`config.mk`:
```
export PLATFORM = sky130hd
export DESIGN_NAME = fetch_flat
export DESIGN_NICKNAME = d
export VERILOG_FILES = /design/src/rtl/fetch_pkg.sv /design/src/rtl/fetch_if.sv /design/src/rtl/fetch_buffer.sv /design/src/rtl/fetch.sv /design/src/flat_wrapper.sv
export SDC_FILE = /design/constraint.sdc
export NUM_CORES = 1
export LEC_CHECK = 0
export ABC_AREA = 1
export BUFFER_PORTS_ARGS = -buffer_cell sky130_fd_sc_hd__buf_2
export CAP_MARGIN = 20
export CORE_MARGIN = 8
export CORE_UTILIZATION = 49
export CTS_BUF_LIST = sky130_fd_sc_hd__clkbuf_8
export DETAILED_ROUTE_END_ITERATION = 10
export PLACE_DENSITY = 0.79
export REMOVE_ABC_BUFFERS = 1
export SYNTH_ARGS = -nofsm -noshare
export SYNTH_HDL_FRONTEND = slang
export SYNTH_SLANG_ARGS = --single-unit
```
`constraint.sdc`:
```
create_clock -name clk -period 2.45 [get_ports clk]
set_input_delay 0.245 -clock clk [delete_from_list [all_inputs] [get_ports clk]]
set_output_delay 0.245 -clock clk [all_outputs]
set_load 0.05 [all_outputs]
```
`src/rtl/fetch_pkg.sv`:
```
// Shared widths, the buffered {pc, instruction} entry type and PC helpers
// for the instruction fetch stage.
package fetch_pkg;

  localparam int ADDR_SIZE  = 31;
  localparam int INSTR_SIZE = 31;

  typedef logic [ADDR_SIZE:0]  addr_t;
  typedef logic [INSTR_SIZE:0] instr_t;

  localparam addr_t PC_STEP = addr_t'(4);

  typedef struct packed {
    addr_t  pc;
    instr_t instr;
  } fetch_entry_t;

  localparam int ENTRY_WIDTH = $bits(fetch_entry_t);

  // Redirect targets may carry junk in the byte-offset bits; fetch is word-based.
  function automatic addr_t alignPc(input addr_t a);
    return {a[ADDR_SIZE:2], 2'b00};
  endfunction

endpackage

```
`src/rtl/fetch_if.sv`:
```
// Groups the imem request/response, execute redirect and decode handshake
// signals of the fetch stage; master is the fetch side.
interface fetch_if;
  import fetch_pkg::*;

  addr_t  imem_addr;
  logic   imem_enable;
  instr_t imem_data;
  logic   redirect_valid;
  addr_t  redirect_pc;
  logic   out_valid;
  logic   out_ready;
  addr_t  out_pc;
  instr_t out_instr;

  modport master (
    output imem_addr, imem_enable, out_valid, out_pc, out_instr,
    input  imem_data, redirect_valid, redirect_pc, out_ready
  );

  modport slave (
    input  imem_addr, imem_enable, out_valid, out_pc, out_instr,
    output imem_data, redirect_valid, redirect_pc, out_ready
  );

endinterface

```
`src/rtl/fetch_buffer.sv`:
```
// Two-entry synchronous FIFO holding fetched {pc, instruction} pairs; entry 0
// is always the head so the outputs come straight from a register.
module fetch_buffer #(
  parameter int WIDTH = 64
) (
  input  logic             clk,
  input  logic             reset,
  input  logic             i_push,
  input  logic             i_pop,
  input  logic             i_flush,
  input  logic [WIDTH-1:0] i_data,
  output logic [WIDTH-1:0] o_head,
  output logic [1:0]       o_count,
  output logic             o_valid
);

  logic [WIDTH-1:0] r_entry0;
  logic [WIDTH-1:0] r_entry1;
  logic [1:0]       r_count;
  logic             w_pop;
  logic             w_push;

  assign w_pop  = i_pop && (r_count != 2'd0);
  assign w_push = i_push && ((r_count != 2'd2) || w_pop);

  // Flush only drops the count; stale entry contents are never exposed as valid.
  always_ff @(posedge clk) begin
    if (reset) begin
      r_entry0 <= '0;
      r_entry1 <= '0;
      r_count  <= 2'd0;
    end else if (i_flush) begin
      r_count <= 2'd0;
    end else begin
      case ({w_push, w_pop})
        2'b10: begin
          if (r_count == 2'd0) r_entry0 <= i_data;
          else                 r_entry1 <= i_data;
          r_count <= r_count + 2'd1;
        end
        2'b01: begin
          r_entry0 <= r_entry1;
          r_count  <= r_count - 2'd1;
        end
        2'b11: begin
          if (r_count == 2'd2) begin
            r_entry0 <= r_entry1;
            r_entry1 <= i_data;
          end else begin
            r_entry0 <= i_data;
          end
        end
        default: ;
      endcase
    end
  end

  assign o_head  = r_entry0;
  assign o_count = r_count;
  assign o_valid = (r_count != 2'd0);

endmodule

```
`src/rtl/fetch.sv`:
```
// Instruction fetch stage: owns the PC, issues one-cycle-latency imem reads under
// a credit check against the 2-entry output buffer, and restarts on redirect.
module fetch
  import fetch_pkg::*;
#(
  parameter addr_t RESET_PC = '0
) (
  input logic     clk,
  input logic     reset,
  fetch_if.master bus
);

  addr_t        r_pc;
  addr_t        r_inflightPc;
  logic         r_inflight;

  logic         w_redirect;
  addr_t        w_redirectPc;
  logic [1:0]   w_count;
  logic         w_bufValid;
  logic         w_pop;
  logic         w_push;
  logic [2:0]   w_used;
  logic         w_issue;
  fetch_entry_t w_pushEntry;
  fetch_entry_t w_head;

  assign w_redirect   = bus.redirect_valid && !reset;
  assign w_redirectPc = alignPc(bus.redirect_pc);

  assign bus.out_valid = w_bufValid && !w_redirect && !reset;
  assign w_pop         = bus.out_valid && bus.out_ready;
  assign w_push        = r_inflight && !w_redirect;

  // Credits: buffered + in flight - leaving this cycle must leave room for one more.
  assign w_used  = {1'b0, w_count} + {2'b00, r_inflight};
  assign w_issue = !reset && (w_redirect || (w_used < (3'd2 + {2'b00, w_pop})));

  assign bus.imem_enable = w_issue;
  assign bus.imem_addr   = w_redirect ? w_redirectPc : r_pc;

  assign w_pushEntry = '{pc: r_inflightPc, instr: bus.imem_data};

  always_ff @(posedge clk) begin
    if (reset) begin
      r_pc         <= RESET_PC;
      r_inflight   <= 1'b0;
      r_inflightPc <= '0;
    end else if (w_redirect) begin
      r_pc         <= w_redirectPc + PC_STEP;
      r_inflight   <= 1'b1;
      r_inflightPc <= w_redirectPc;
    end else if (w_issue) begin
      r_pc         <= r_pc + PC_STEP;
      r_inflight   <= 1'b1;
      r_inflightPc <= r_pc;
    end else begin
      r_inflight   <= 1'b0;
    end
  end

  fetch_buffer #(
    .WIDTH(ENTRY_WIDTH)
  ) u_buffer (
    .clk     (clk),
    .reset   (reset),
    .i_push  (w_push),
    .i_pop   (w_pop),
    .i_flush (w_redirect),
    .i_data  (w_pushEntry),
    .o_head  (w_head),
    .o_count (w_count),
    .o_valid (w_bufValid)
  );

  assign bus.out_pc    = w_head.pc;
  assign bus.out_instr = w_head.instr;

endmodule

```
`src/flat_wrapper.sv`:
```
// flat-port wrapper written by rule: the top's interface ports become plain ports
module fetch_flat import fetch_pkg::*;
#(
  parameter addr_t RESET_PC = '0
)
  (clk, reset, bus_imem_addr, bus_imem_enable, bus_out_valid, bus_out_pc, bus_out_instr, bus_imem_data, bus_redirect_valid, bus_redirect_pc, bus_out_ready);
  fetch_if bus_i ();
  input logic clk;
  input logic reset;
  output wire logic [$bits(bus_i.imem_addr)-1:0] bus_imem_addr;
  output wire logic [$bits(bus_i.imem_enable)-1:0] bus_imem_enable;
  output wire logic [$bits(bus_i.out_valid)-1:0] bus_out_valid;
  output wire logic [$bits(bus_i.out_pc)-1:0] bus_out_pc;
  output wire logic [$bits(bus_i.out_instr)-1:0] bus_out_instr;
  input wire logic [$bits(bus_i.imem_data)-1:0] bus_imem_data;
  input wire logic [$bits(bus_i.redirect_valid)-1:0] bus_redirect_valid;
  input wire logic [$bits(bus_i.redirect_pc)-1:0] bus_redirect_pc;
  input wire logic [$bits(bus_i.out_ready)-1:0] bus_out_ready;
  assign bus_imem_addr = bus_i.imem_addr;
  assign bus_imem_enable = bus_i.imem_enable;
  assign bus_out_valid = bus_i.out_valid;
  assign bus_out_pc = bus_i.out_pc;
  assign bus_out_instr = bus_i.out_instr;
  assign bus_i.imem_data = bus_imem_data;
  assign bus_i.redirect_valid = bus_redirect_valid;
  assign bus_i.redirect_pc = bus_redirect_pc;
  assign bus_i.out_ready = bus_out_ready;
  fetch #(.RESET_PC(RESET_PC)) u_core (.clk(clk), .reset(reset), .bus(bus_i));
endmodule
```
# Yosys cells after proc, flatten, opt, wreduce, memory -nomap -nowiden

Cells that the tools add are included.

Input bits: 68
Bits in registers: 195
Output and inout port bits: 98
Word-level logic and storage cells: 58

Eq/ne operators: 8
Muxes and demuxes: 14
Reductions and logical operators: 21
Bitwise logic cells: 1
Add/subtract/negate cells: 6
$lt $le $gt $ge: 1

Operators by type and width:

| kind                    | number |
|---|---|
| $mux W64                | 4 |
| $pmux W64 S3            | 1 |
| $mux W32                | 5 |
| $pmux W64 S2            | 1 |
| $add A32 B3 Y32 const B | 2 |
| $logic_and A1 B1 Y1     | 8 |
| $ne A2 B2 Y1 const B    | 4 |
| $reduce_bool A2 Y1      | 4 |
| $eq A2 B2 Y1 const B    | 3 |
| $pmux W2 S2             | 1 |
| $reduce_and A4 Y1       | 1 |
| $add A2 B1 Y3           | 1 |
| $add A2 B1 Y3 const A   | 1 |
| $lt A3 B3 Y1            | 1 |
| $reduce_and A3 Y1       | 1 |
| $reduce_bool A3 Y1      | 1 |
| $add A2 B1 Y2 const B   | 1 |
| $eq A2 B1 Y1 const B    | 1 |
| $logic_not A1 Y1        | 2 |
| $logic_not A2 Y1        | 1 |
| $logic_or A1 B1 Y1      | 2 |
| $mux W1                 | 2 |
| $reduce_or A2 Y1        | 1 |
| $sub A2 B1 Y2 const B   | 1 |
| $not A1 Y1              | 1 |

# Longest topological paths before layout

Gate-level depths: netlist of run 1.

Depth after elaboration: 12
Gate-level depth with buffers: 16
Mapped depth without buffers: 14

# Hierarchy

A second synthesis of run 1 with hierarchy kept.

Cells, all modules: 1,756
Area, all modules: 10,782.8 um^2

By module, submodules not included:

| module       | area an instance (um^2) | instances | cells an instance |
|---|---|---|---|
| fetch_buffer | 6,683.9                 | 1         | 1,075 |
| fetch        | 4,098.9                 | 1         | 681 |

# Worst setup path before layout of run 1

OpenSTA, ideal clock, no wires.

Kind: in2reg
Start point: input port reset
End point: register u_core.r_pc[28]
Cell stages on the path: 13
Setup slack: -0.125 ns
Buffers on the path: 2
Data arrival time: 2.466 ns
Library setup time: 0.109 ns
Required time: 2.341 ns
Cell sequence: buf_6 nor2_4 buf_4 o21ai_0 nand2_1 nor2_1 nand2_1 nor2_1 nand2_1 nand2_1 nand3_1 nand2_1 inv_1

Longest elaborated chain between the ends: 11

RTL lines:

| what                                | line                                  | source |
|---|---|---|
| start: declaration                  | flat_wrapper.sv:9                     | `input logic reset;` |
| $logic_not A1 Y1                    | fetch.sv:28, fetch.sv:31, fetch.sv:37 |  |
| $logic_and A1 B1 Y1                 | fetch.sv:28                           | `assign w_redirect = bus.redirect_valid && !reset;` |
| $logic_not A1 Y1                    | fetch.sv:31                           | `assign bus.out_valid = w_bufValid && !w_redirect && !reset;` |
| $logic_and A1 B1 Y1 (2 in series)   | fetch.sv:31                           |  |
| $logic_and A1 B1 Y1                 | fetch.sv:32                           | `assign w_pop = bus.out_valid && bus.out_ready;` |
| $add A2 B1 Y3                       | fetch.sv:37                           | `assign w_issue = !reset && (w_redirect \|\| (w_used < (3'd2 + {2'b00, w_pop})));` |
| $lt A3 B3 Y1                        | fetch.sv:37                           |  |
| $logic_or A1 B1 Y1                  | fetch.sv:37                           |  |
| $logic_and A1 B1 Y1                 | fetch.sv:37                           |  |
| $reduce_bool A2 Y1 (no source line) | --                                    |  |
| end signal: assignment              | fetch.sv:50                           | `r_pc <= w_redirectPc + PC_STEP;` |
| end signal: assignment              | fetch.sv:54                           | `r_pc <= r_pc + PC_STEP;` |
| end: declaration                    | fetch.sv:13                           | `addr_t r_pc;` |

Several ways; a longest one is shown, not always the timed one.
A chain may end at the register's enable or synchronous reset.

# Worst setup path in the final report of run 1

Start point: register u_core.u_buffer.r_count[0] (netlist: u_core.u_buffer.o_count[0])
End point: output port bus_imem_enable

Longest elaborated chain between the ends: 8

RTL lines:

| what                              | line               | source |
|---|---|---|
| start: declaration                | fetch_buffer.sv:19 | `logic [1:0] r_count;` |
| start signal: assignment          | fetch_buffer.sv:39 | `r_count <= r_count + 2'd1;` |
| start signal: assignment          | fetch_buffer.sv:43 | `r_count <= r_count - 2'd1;` |
| $reduce_bool A2 Y1                | fetch_buffer.sv:60 | `assign o_valid = (r_count != 2'd0);` |
| $logic_and A1 B1 Y1 (2 in series) | fetch.sv:31        |  |
| $logic_and A1 B1 Y1               | fetch.sv:32        |  |
| $add A2 B1 Y3                     | fetch.sv:37        |  |
| $lt A3 B3 Y1 *                    | fetch.sv:37        |  |
| $logic_or A1 B1 Y1 *              | fetch.sv:37        |  |
| $logic_and A1 B1 Y1 *             | fetch.sv:37        |  |
| end: declaration                  | flat_wrapper.sv:11 | `output wire logic [$bits(bus_i.imem_enable)-1:0] bus_imem_enable;` |

Every way passes the cells marked *; elsewhere a longest branch is shown, timed or not.

==> PnR_summary.wiki, run 1 <==
{| class="wikitable"
! Metric !! Value
|-
| Biggest area contributors in the synthesized netlist || sky130_fd_sc_hd__dfxtp_1 (44%), sky130_fd_sc_hd__o21ai_0 (11%), sky130_fd_sc_hd__a21oi_1 (9.5%), sky130_fd_sc_hd__nand2_1 (7.8%), sky130_fd_sc_hd__mux2i_1 (7.2%)
|-
| Largest stage delay, worst path || 360 ps
|-
| RSZ-0062 raised after global routing || no
|-
| Pwr Density || 717 mW/mm2
|-
| Share of the yosys chip area belonging to registers || 43.6%
|-
| Number of hold-slack violations in the final timing report || 0
|-
| Clk_lat worst skew || 460 ps
|-
| Worst Max-Slew Pin Slew || 923 ps
|-
| Antenna violations before repair || 0
|-
| Clock sink count || 187
|-
| Max-slew violation count || 0
|-
| Detailed placement HPWL || 15400 um
|-
| Area taken by flip-flops and latches || 0.00374 mm2
|-
| Critical path's slowest cell || sky130_fd_sc_hd__dfxtp_2
|-
| Total via count after detailed routing || 7825
|-
| Worst IR drop on VDD || 380 uV
|-
| List of cells traversed by the critical path || ha_1 -> ha_1 -> o21ai_1 -> nand2_1 -> nand2_2 -> buf_12 -> buf_4
|-
| Most repeated cell in the gate-level netlist after synthesis || sky130_fd_sc_hd__o21ai_0
|-
| Number of CTS-inserted buffers || 17
|-
| Worst-case clock skew || 13.0 ps
|-
| Post-DP Area || 0.00957 mm2
|-
| Leakage power figure || 4.75 nW
|-
| Final-stage net count || ~1300
|-
| Number of enable-type register cells in the synthesized netlist || 0
|-
| GRT Total Usage || 20.0%
|-
| Worst Path Buf+Inv || 2
|-
| Crit path top cell by count || sky130_fd_sc_hd__ha_1
|-
| Ranking of synthesized cells by instance count || sky130_fd_sc_hd__o21ai_0 (188), sky130_fd_sc_hd__dfxtp_1 (187), sky130_fd_sc_hd__nand2_1 (178)
|-
| Max-slew headroom at the worst pin || 38.4%
|-
| Layout-stage area growth over the synthesis result || 16.7%
|-
| Arrival time of data at the critical path endpoint || 2040 ps
|-
| # port buffers || 159
|-
| Final critical delay including setup and external delays || 2290 ps
|-
| Initial cell density of the core || 49.8%
|-
| Setup-violating endpoint count in the final report || 0
|-
| Maximum clock insertion buffer count || 2
|-
| Area of the multi-input gates || 0.00401 mm2
|-
| Type of the setup path with the least slack || flip-flop to output pin
|-
| Number of hold-repair buffers added at the cts stage || 0
|-
| Core Footprint || 0.0172 mm2
|-
| Synth Cell Area || approximately 0.0086 mm2
|-
| DRC Markers || 0
|-
| Count of standard-cell rows || 48
|-
| Mean number of vias per cell || 5.17
|-
| Post-layout util || 58.1%
|-
| Post-synthesis average cell area || 7.47 um2
|-
| Most area-hungry cell type in the Yosys netlist || sky130_fd_sc_hd__dfxtp_1
|-
| Overall power of the completed layout || 7.18 mW
|-
| Antenna diode count || 0
|-
| Congestion Overflow GR || 0
|-
| Final critical-path setup slack || 161 ps
|-
| I/O pin count || around 170
|-
| Share of the synthesized area in the top cell type || 43.6%
|-
| Crit path max-delay family || adder cells
|-
| Detailed Route WL || 22300 um
|-
| Req. time, crit path || 2200 ps
|-
| Outcome || completed
|-
| Die Area || between 0.02 and 0.025 mm2
|-
| Path type of the worst min-delay path || input pin to flip-flop
|-
| Number of cells produced by synthesis || 1148
|-
| Routability congestion estimate || around 0.89
|-
| Distinct cell type count after synthesis || 35
|-
| Vertical die dimension || 148 um
|-
| Total of max-cap violations || 0
|-
| Clock-pin slew on the worst setup and hold paths || 90 ps
|-
| Maximum level of the CTS H-tree || 4
|-
| Share of the cycle needed by the critical path after routing || 93.4%
|-
| Via count of the first global-routing pass || 7373
|-
| Die width || about 150 um
|-
| Root cell of the clock tree || sky130_fd_sc_hd__clkbuf_8
|-
| Routed length per instance || roughly 15 um
|-
| Main synth FF type || sky130_fd_sc_hd__dfxtp_1
|-
| Synthesis Warnings || 0
|-
| Share of flip-flops with an asynchronous set or reset after synthesis || 0%
|-
| Share of layout cells above drive strength 1 || 19.8%
|-
| Number of filler cells placed in the layout || 1561
|-
| Worst Setup End Kind || output pin
|-
| Maximum number of pins on one net before global-route repair || 112
|-
| TritonCTS clock tree || built
|-
| Crit-path max FO || 37
|-
| Total iterations of the first detailed-routing run || 6
|-
| Peak Freq || 437 MHz
|-
| Post-route design area || 0.0100 mm2
|-
| First-pass GRT wire length || roughly 36000 um
|-
| Kind of start point of the critical path || flip-flop
|-
| DR iter-0 viols || 548
|-
| Hold Worst Slack || 66.7 ps
|-
| Post-CTS Setup Repair Bufs || 0
|-
| Pre-CTS setup slack || 99.4 ps
|-
| Post-route antenna net violation count || 0
|-
| Flop and latch count out of synthesis || 187
|}
==> sequential cells by signal, summed over array words and instances, names as in the netlist <==
register                  flops
u_core.r_inflight             1
u_core.u_buffer.o_count       2
u_core.r_pc                  30
u_core.u_buffer.o_head       62
u_core.u_buffer.r_entry1     62
u_core.r_inflightPc          30
==> where the power goes <==
part	switching [mW]	total, mW	internal (mW)
clock	1.10	2.08	0.980
combinational	1.24	1.69	0.448
sequential	0.121	3.41	3.29
total	2.46	7.18	4.72
==> cells by family after synthesis <==
| family | after synthesis | share of synthesized area (%) |
|---|---|---|
| compound gates | 374 | 22.5 |
| xor+xnor | 6 | 0.613 |
| fa+ha+maj | 3 | 0.438 |
| buf+inv | 201 | 10.1 |
| flops | 187 | 43.6 |
| mux | 62 | 7.23 |
| other cells | 1 | 0.0437 |
| simple gates | 314 | 15.4 |
==> path summary, 6_finish.rpt <==
check	end	slack, ps	from	cells after the start
min	u_core.u_buffer.o_head[28]	70	bus_imem_data[28]	3
max reg2reg	u_core.r_pc[7]	390	u_core.u_buffer.o_count[0]	10
min reg2reg	u_core.u_buffer.r_entry1[38]	440	u_core.u_buffer.r_entry1[38]	2
max	bus_imem_enable	160	u_core.u_buffer.o_count[0]	7
==> per-stage QoR <==
stage                     instances  setup TNS (ps)
after floorplan                1072         -353750
after global placement         1483               0
after detailed placement       1483               0
after CTS                      1515               0
after global routing           1515               0
final                          1515               0
==> tightest hold or removal path, cell delays in order <==
cell and delay, ps:
sky130_fd_sc_hd__buf_2 90, sky130_fd_sc_hd__mux2i_1 60, sky130_fd_sc_hd__a21oi_1 110
==> repair_timing <==
item                                    4_1_cts  5_1_grt
endpoints found under the setup margin        1        1
resized for setup                             2        2
gates cloned                                  1        0
==> layout by cell type (no fill, tap or decap), drive strengths merged <==
master | Yosys | layout
buf | 42 | 186
mux2i | 62 | 62
a211oi | 1 | 1
a311oi | 1 | 1
clkbuf | 37 | 20
nand4 | 1 | 1
clkinvlp | 0 | 3
nor2 | 82 | 82
a21boi | 2 | 2
bufinv | 0 | 2
ha | 3 | 3
nand2 | 185 | 185
inv | 122 | 125
clkinv | 0 | 3
bufbuf | 0 | 1
nor3 | 1 | 1
conb | 1 | 4
xor2 | 6 | 6
a31oi | 5 | 5
dfxtp | 187 | 187
o21ai | 197 | 197
nand3 | 43 | 43
or2 | 1 | 1
o211ai | 1 | 1
a21oi | 163 | 163
nand3b | 1 | 1
a22oi | 1 | 1
o21bai | 3 | 3
==> per-layer routing <==
metal | track usage [%] | share of wire (%)
met5 | 0 | 0
met4 | 6.43 | 1.5
met3 | 4.68 | 6.9
met2 | 32.1 | 45
met1 | 25.9 | 47
==> layout make-up <==
type	count	share of cell area, %
Multi-Input combinational cell	763	40.1
Tap cell	225	2.81
Timing Repair Buffer	187	11.2
Sequential cell	187	37.4
Clock inverter	11	1.19
Inverter	122	4.60
Clock buffer	20	2.75
No activity file was read; power rests on OpenSTA's default activity.
==> inputs of run 2 (changes only) <==
--- a/config.mk
+++ b/config.mk
@@ -5,7 +5,6 @@
 export SDC_FILE = /design/constraint.sdc
 export NUM_CORES = 1
 export LEC_CHECK = 0
-export ABC_AREA = 1
 export BUFFER_PORTS_ARGS = -buffer_cell sky130_fd_sc_hd__buf_2
 export CAP_MARGIN = 20
 export CORE_MARGIN = 8
==> constraint.sdc (replaced) <==
create_clock -name clk -period 2.4 [get_ports clk]
set_input_delay 0.24 -clock clk [delete_from_list [all_inputs] [get_ports clk]]
set_output_delay 0.24 -clock clk [all_outputs]
set_load 0.05 [all_outputs]
==> run 2 against run 1 <==
Register-to-register slack got worse by 230 ps. Power down 2.4%. Critical path depth decreased by 1. Clock power barely moved. Wire length increased by 1.3%. Utilization is 2.6 points higher. Hold slack worse by 21 ps. Final area up 3.4%. Clock skew down 2.3 ps. Sequential power about the same. Largest cell class unchanged.
==> PnR_summary.wiki, run 2 <==
{| class="wikitable"
! Metric !! Value
|-
| Worst Max-Slew Pin Slew || 836 ps (was 923 ps)
|-
| Antenna diode count || 0 (unchanged)
|-
| Final-stage net count || 1279 (was 1349)
|-
| Post-synthesis average cell area || 8.19 um2 (was 7.47 um2)
|-
| Clock sink count || 187 (unchanged)
|-
| Antenna violations before repair || 0 (unchanged)
|-
| Detailed Route WL || 22600 um (was 22300 um)
|-
| Core Footprint || 0.0171 mm2 (was 0.0172 mm2)
|-
| Count of standard-cell rows || 48 (unchanged)
|-
| Biggest area contributors in the synthesized netlist || sky130_fd_sc_hd__dfxtp_1 (45%), sky130_fd_sc_hd__mux2i_1 (10%), sky130_fd_sc_hd__nand2_1 (9.7%), sky130_fd_sc_hd__a211oi_1 (6.6%), sky130_fd_sc_hd__nor2_1 (5.6%) (was sky130_fd_sc_hd__dfxtp_1 (44%), sky130_fd_sc_hd__o21ai_0 (11%), sky130_fd_sc_hd__a21oi_1 (9.5%), sky130_fd_sc_hd__nand2_1 (7.8%), sky130_fd_sc_hd__mux2i_1 (7.2%))
|-
| Root cell of the clock tree || sky130_fd_sc_hd__clkbuf_8 (unchanged)
|-
| Vertical die dimension || 147 um (was 148 um)
|-
| Worst-case clock skew || 10.6 ps (was 13.0 ps)
|-
| Max-slew violation count || 0 (unchanged)
|-
| Path type of the worst min-delay path || input pin to flip-flop (unchanged)
|-
| Synth Cell Area || 0.00840 mm2 (was 0.00858 mm2)
|-
| Setup-violating endpoint count in the final report || 0 (unchanged)
|-
| Maximum level of the CTS H-tree || 4 (unchanged)
|-
| Clk_lat worst skew || 440 ps (was 460 ps)
|-
| Routability congestion estimate || 0.918 (was 0.886)
|-
| Detailed placement HPWL || 16000 um (was 15400 um)
|-
| Distinct cell type count after synthesis || 58 (was 35)
|-
| Total via count after detailed routing || 7704 (was 7825)
|-
| Most common library cell in the layout ignoring fill and taps || sky130_fd_sc_hd__nand2_1 (was sky130_fd_sc_hd__o21ai_0)
|-
| Maximum clock insertion buffer count || 2 (unchanged)
|-
| Flop and latch count out of synthesis || 187 (unchanged)
|-
| Req. time, crit path || 2160 ps (was 2200 ps)
|-
| GRT Total Usage || 20.5% (was 20.0%)
|-
| TritonCTS clock tree || built (unchanged)
|-
| Hold Worst Slack || 45.8 ps (was 66.7 ps)
|-
| Clock-pin slew on the worst setup and hold paths || 90 ps (about the same)
|-
| Number of cells produced by synthesis || 1025 (was 1148)
|-
| Maximum number of pins on one net before global-route repair || 79 (was 112)
|-
| Worst IR drop on VDD || 419 uV (was 380 uV)
|-
| Total of max-cap violations || 0 (unchanged)
|-
| Post-layout util || 60.7% (was 58.1%)
|-
| Share of layout cells above drive strength 1 || 22.9% (was 19.8%)
|-
| Outcome || completed (unchanged)
|-
| Routed length per instance || 15.6 um (was 14.7 um)
|-
| Share of the cycle needed by the critical path after routing || 94.3%
|-
| RSZ-0062 raised after global routing || no (unchanged)
|-
| Total iterations of the first detailed-routing run || 5 (was 6)
|-
| Layout-stage area growth over the synthesis result || 23.3% (was 16.7%)
|-
| Main synth FF type || sky130_fd_sc_hd__dfxtp_1 (unchanged)
|-
| Share of the yosys chip area belonging to registers || 44.6% (was 43.6%)
|-
| Overall power of the completed layout || 7.01 mW (was 7.18 mW)
|-
| Crit-path max FO || 11 (was 37)
|-
| DR iter-0 viols || 458 (was 548)
|-
| Critical Path Start || u_core.u_buffer.o_count[0] (unchanged)
|-
| Pre-CTS setup slack || -26.1 ps (was 99.4 ps)
|-
| Worst Setup End Kind || output pin (unchanged)
|-
| Arrival time of data at the critical path endpoint || 2020 ps (was 2040 ps)
|-
| I/O pin count || 166 (unchanged)
|-
| Number of hold-slack violations in the final timing report || 0 (unchanged)
|-
| First-pass GRT wire length || 36700 um (was 36200 um)
|-
| Highest-count cells in the layout ignoring fill and taps || sky130_fd_sc_hd__nand2_1 (217), sky130_fd_sc_hd__dfxtp_1 (187), sky130_fd_sc_hd__buf_2 (156) (was sky130_fd_sc_hd__o21ai_0 (188), sky130_fd_sc_hd__dfxtp_1 (186), sky130_fd_sc_hd__nand2_1 (175))
|-
| Kind of start point of the critical path || flip-flop (unchanged)
|-
| DRC Markers || 0 (unchanged)
|-
| Placed cells || 1396 (was 1483)
|-
| Peak Freq || 442 MHz
|-
| Initial cell density of the core || 49.2% (was 49.8%)
|-
| Share of flip-flops with an asynchronous set or reset after synthesis || 0% (unchanged)
|-
| Via count of the first global-routing pass || 7311 (was 7373)
|-
| Last element of the critical path || bus_imem_enable (unchanged)
|-
| Ranking of synthesized cells by instance count || sky130_fd_sc_hd__nand2_1 (218), sky130_fd_sc_hd__dfxtp_1 (187), sky130_fd_sc_hd__nor2_1 (126) (was sky130_fd_sc_hd__o21ai_0 (188), sky130_fd_sc_hd__dfxtp_1 (187), sky130_fd_sc_hd__nand2_1 (178))
|-
| Final critical-path setup slack || 136 ps (was 161 ps)
|-
| Logic depth of the worst register-to-register path || 10 (unchanged)
|-
| Max-slew headroom at the worst pin || 44.3% (was 38.4%)
|-
| Die width || 147 um (was 148 um)
|-
| Number of enable-type register cells in the synthesized netlist || 0 (unchanged)
|-
| Type of the setup path with the least slack || flip-flop to output pin (unchanged)
|-
| Die Area || 0.0216 mm2 (was 0.0220 mm2)
|-
| Leakage power figure || 4.24 nW (was 4.75 nW)
|-
| Mean number of vias per cell || 5.33 (was 5.17)
|-
| Most repeated cell in the gate-level netlist after synthesis || sky130_fd_sc_hd__nand2_1 (was sky130_fd_sc_hd__o21ai_0)
|-
| Most area-hungry cell type in the Yosys netlist || sky130_fd_sc_hd__dfxtp_1 (unchanged)
|-
| # port buffers || 159 (unchanged)
|-
| Capture instance of the worst register-to-register path || u_core.r_pc[20] (was u_core.r_pc[7])
|-
| Critical R2R Launch || u_core.r_pc[2] (was u_core.u_buffer.o_count[0])
|-
| Synthesis Warnings || 0 (unchanged)
|-
| Pwr Density || 677 mW/mm2 (was 717 mW/mm2)
|-
| Post-route antenna net violation count || 0 (unchanged)
|-
| Congestion Overflow GR || 0 (unchanged)
|-
| Number of CTS-inserted buffers || 17 (unchanged)
|-
| Worst reg-to-reg setup slack || 160 ps (was 390 ps)
|-
| Final critical delay including setup and external delays || about 2300 ps
|-
| Share of the synthesized area in the top cell type || 44.6% (was 43.6%)
|-
| Number of non-filler instances in the completed layout || 1446 (was 1515)
|}
==> run 2: changes by cell type after synthesis, sizes merged, moves of 14 or more <==
cell | before | now
nor2 | 82 | 126
xnor2 | 0 | 18
nor3 | 1 | 23
nand3 | 43 | 21
inv | 122 | 14
o21ai | 197 | 20
nand2 | 185 | 218
a211oi | 1 | 74
buf | 42 | 28
a21oi | 163 | 80
mux2i | 62 | 86
==> run 2: per-stage QoR <==
stage               setup TNS, ps  area, um2
floorplan                 -368110       8060
global placement                0       9770
detailed placement          -58.4       9770
CTS                             0      10300
global route                    0      10400
finish                          0      10400
==> run 2: how the worst min path moves through the flow <==
stage | startpoint | end | depth (start not counted)
detailed placement | u_core.u_buffer.r_entry1[63] | u_core.u_buffer.r_entry1[63] | 2
global placement | u_core.r_pc[31] | u_core.r_pc[31] | 2
finish | bus_imem_data[24] | u_core.u_buffer.r_entry1[24] | 3
floorplan | reset | u_core.r_pc[28] | 1
global route | bus_imem_data[3] | u_core.u_buffer.r_entry1[3] | 3
CTS | bus_imem_data[14] | u_core.u_buffer.r_entry1[14] | 3
==> run 2: layer usage <==
| layer | global-route usage, % | vias up | share of wire (%) |
|---|---|---|---|
| li1 | - | 3895 | - |
| met5 | 0 | - | 0 |
| met4 | 5.41 | 0 | 0.95 |
| met1 | 26.0 | 3563 | 45 |
| met2 | 33.9 | 230 | 47 |
| met3 | 5.57 | 16 | 6.8 |
==> run 2: report_power, final <==
| group | leakage (nW) | total [mW] | switching (mW) | internal, mW |
|---|---|---|---|---|
| registers | 1.53 | 3.40 | 0.109 | 3.29 |
| logic | 2.49 | 1.52 | 1.07 | 0.456 |
| clock network | 0.211 | 2.10 | 1.08 | 1.01 |
| total | 4.24 | 7.01 | 2.26 | 4.76 |
==> run 2: cell families (layout without fill, tap and decap cells) <==
| kind of cell | Yosys count | after routing | synth area share (%) |
|---|---|---|---|
| DFF | 187 | 187 | 44.6 |
| AOI/OAI and AO/OA | 198 | 198 | 14.9 |
| xor gates and xnor gates | 19 | 19 | 1.98 |
| buffers and inverters | 93 | 286 | 4.84 |
| muxes | 95 | 95 | 11.5 |
| and+or+nand+nor | 429 | 429 | 21.7 |
| adders and majority gates | 3 | 3 | 0.447 |
| other | 1 | 4 | 0.0446 |
==> run 2: critical path, cell delays in order, from the launching register on <==
cell                       delay, ps
sky130_fd_sc_hd__dfxtp_1         330
sky130_fd_sc_hd__ha_1            190
sky130_fd_sc_hd__ha_1            310
sky130_fd_sc_hd__o21bai_1         80
sky130_fd_sc_hd__a32oi_2         220
sky130_fd_sc_hd__bufinv_8        260
sky130_fd_sc_hd__buf_4           190
==> run 2: cell type report <==
class,instances,area [um2]
flip-flops and latches,187,3740
fillers,1554,6700
repair inverters,1,5.00
repair buffers,238,1550
multi-input cells,748,4320
clock buffers,17,234
clock inverters,15,158
inverters,15,70.1
well taps,225,282
==> run 2: timing repair <==
action                                  CTS  global route
gates resized for setup                   3             1
hold buffers                             15             0
endpoints found under the setup margin    1             2
buffers inserted                          1             1
pin swaps                                 1             1
endpoints found under the hold margin    15             0
gates cloned                              0             1
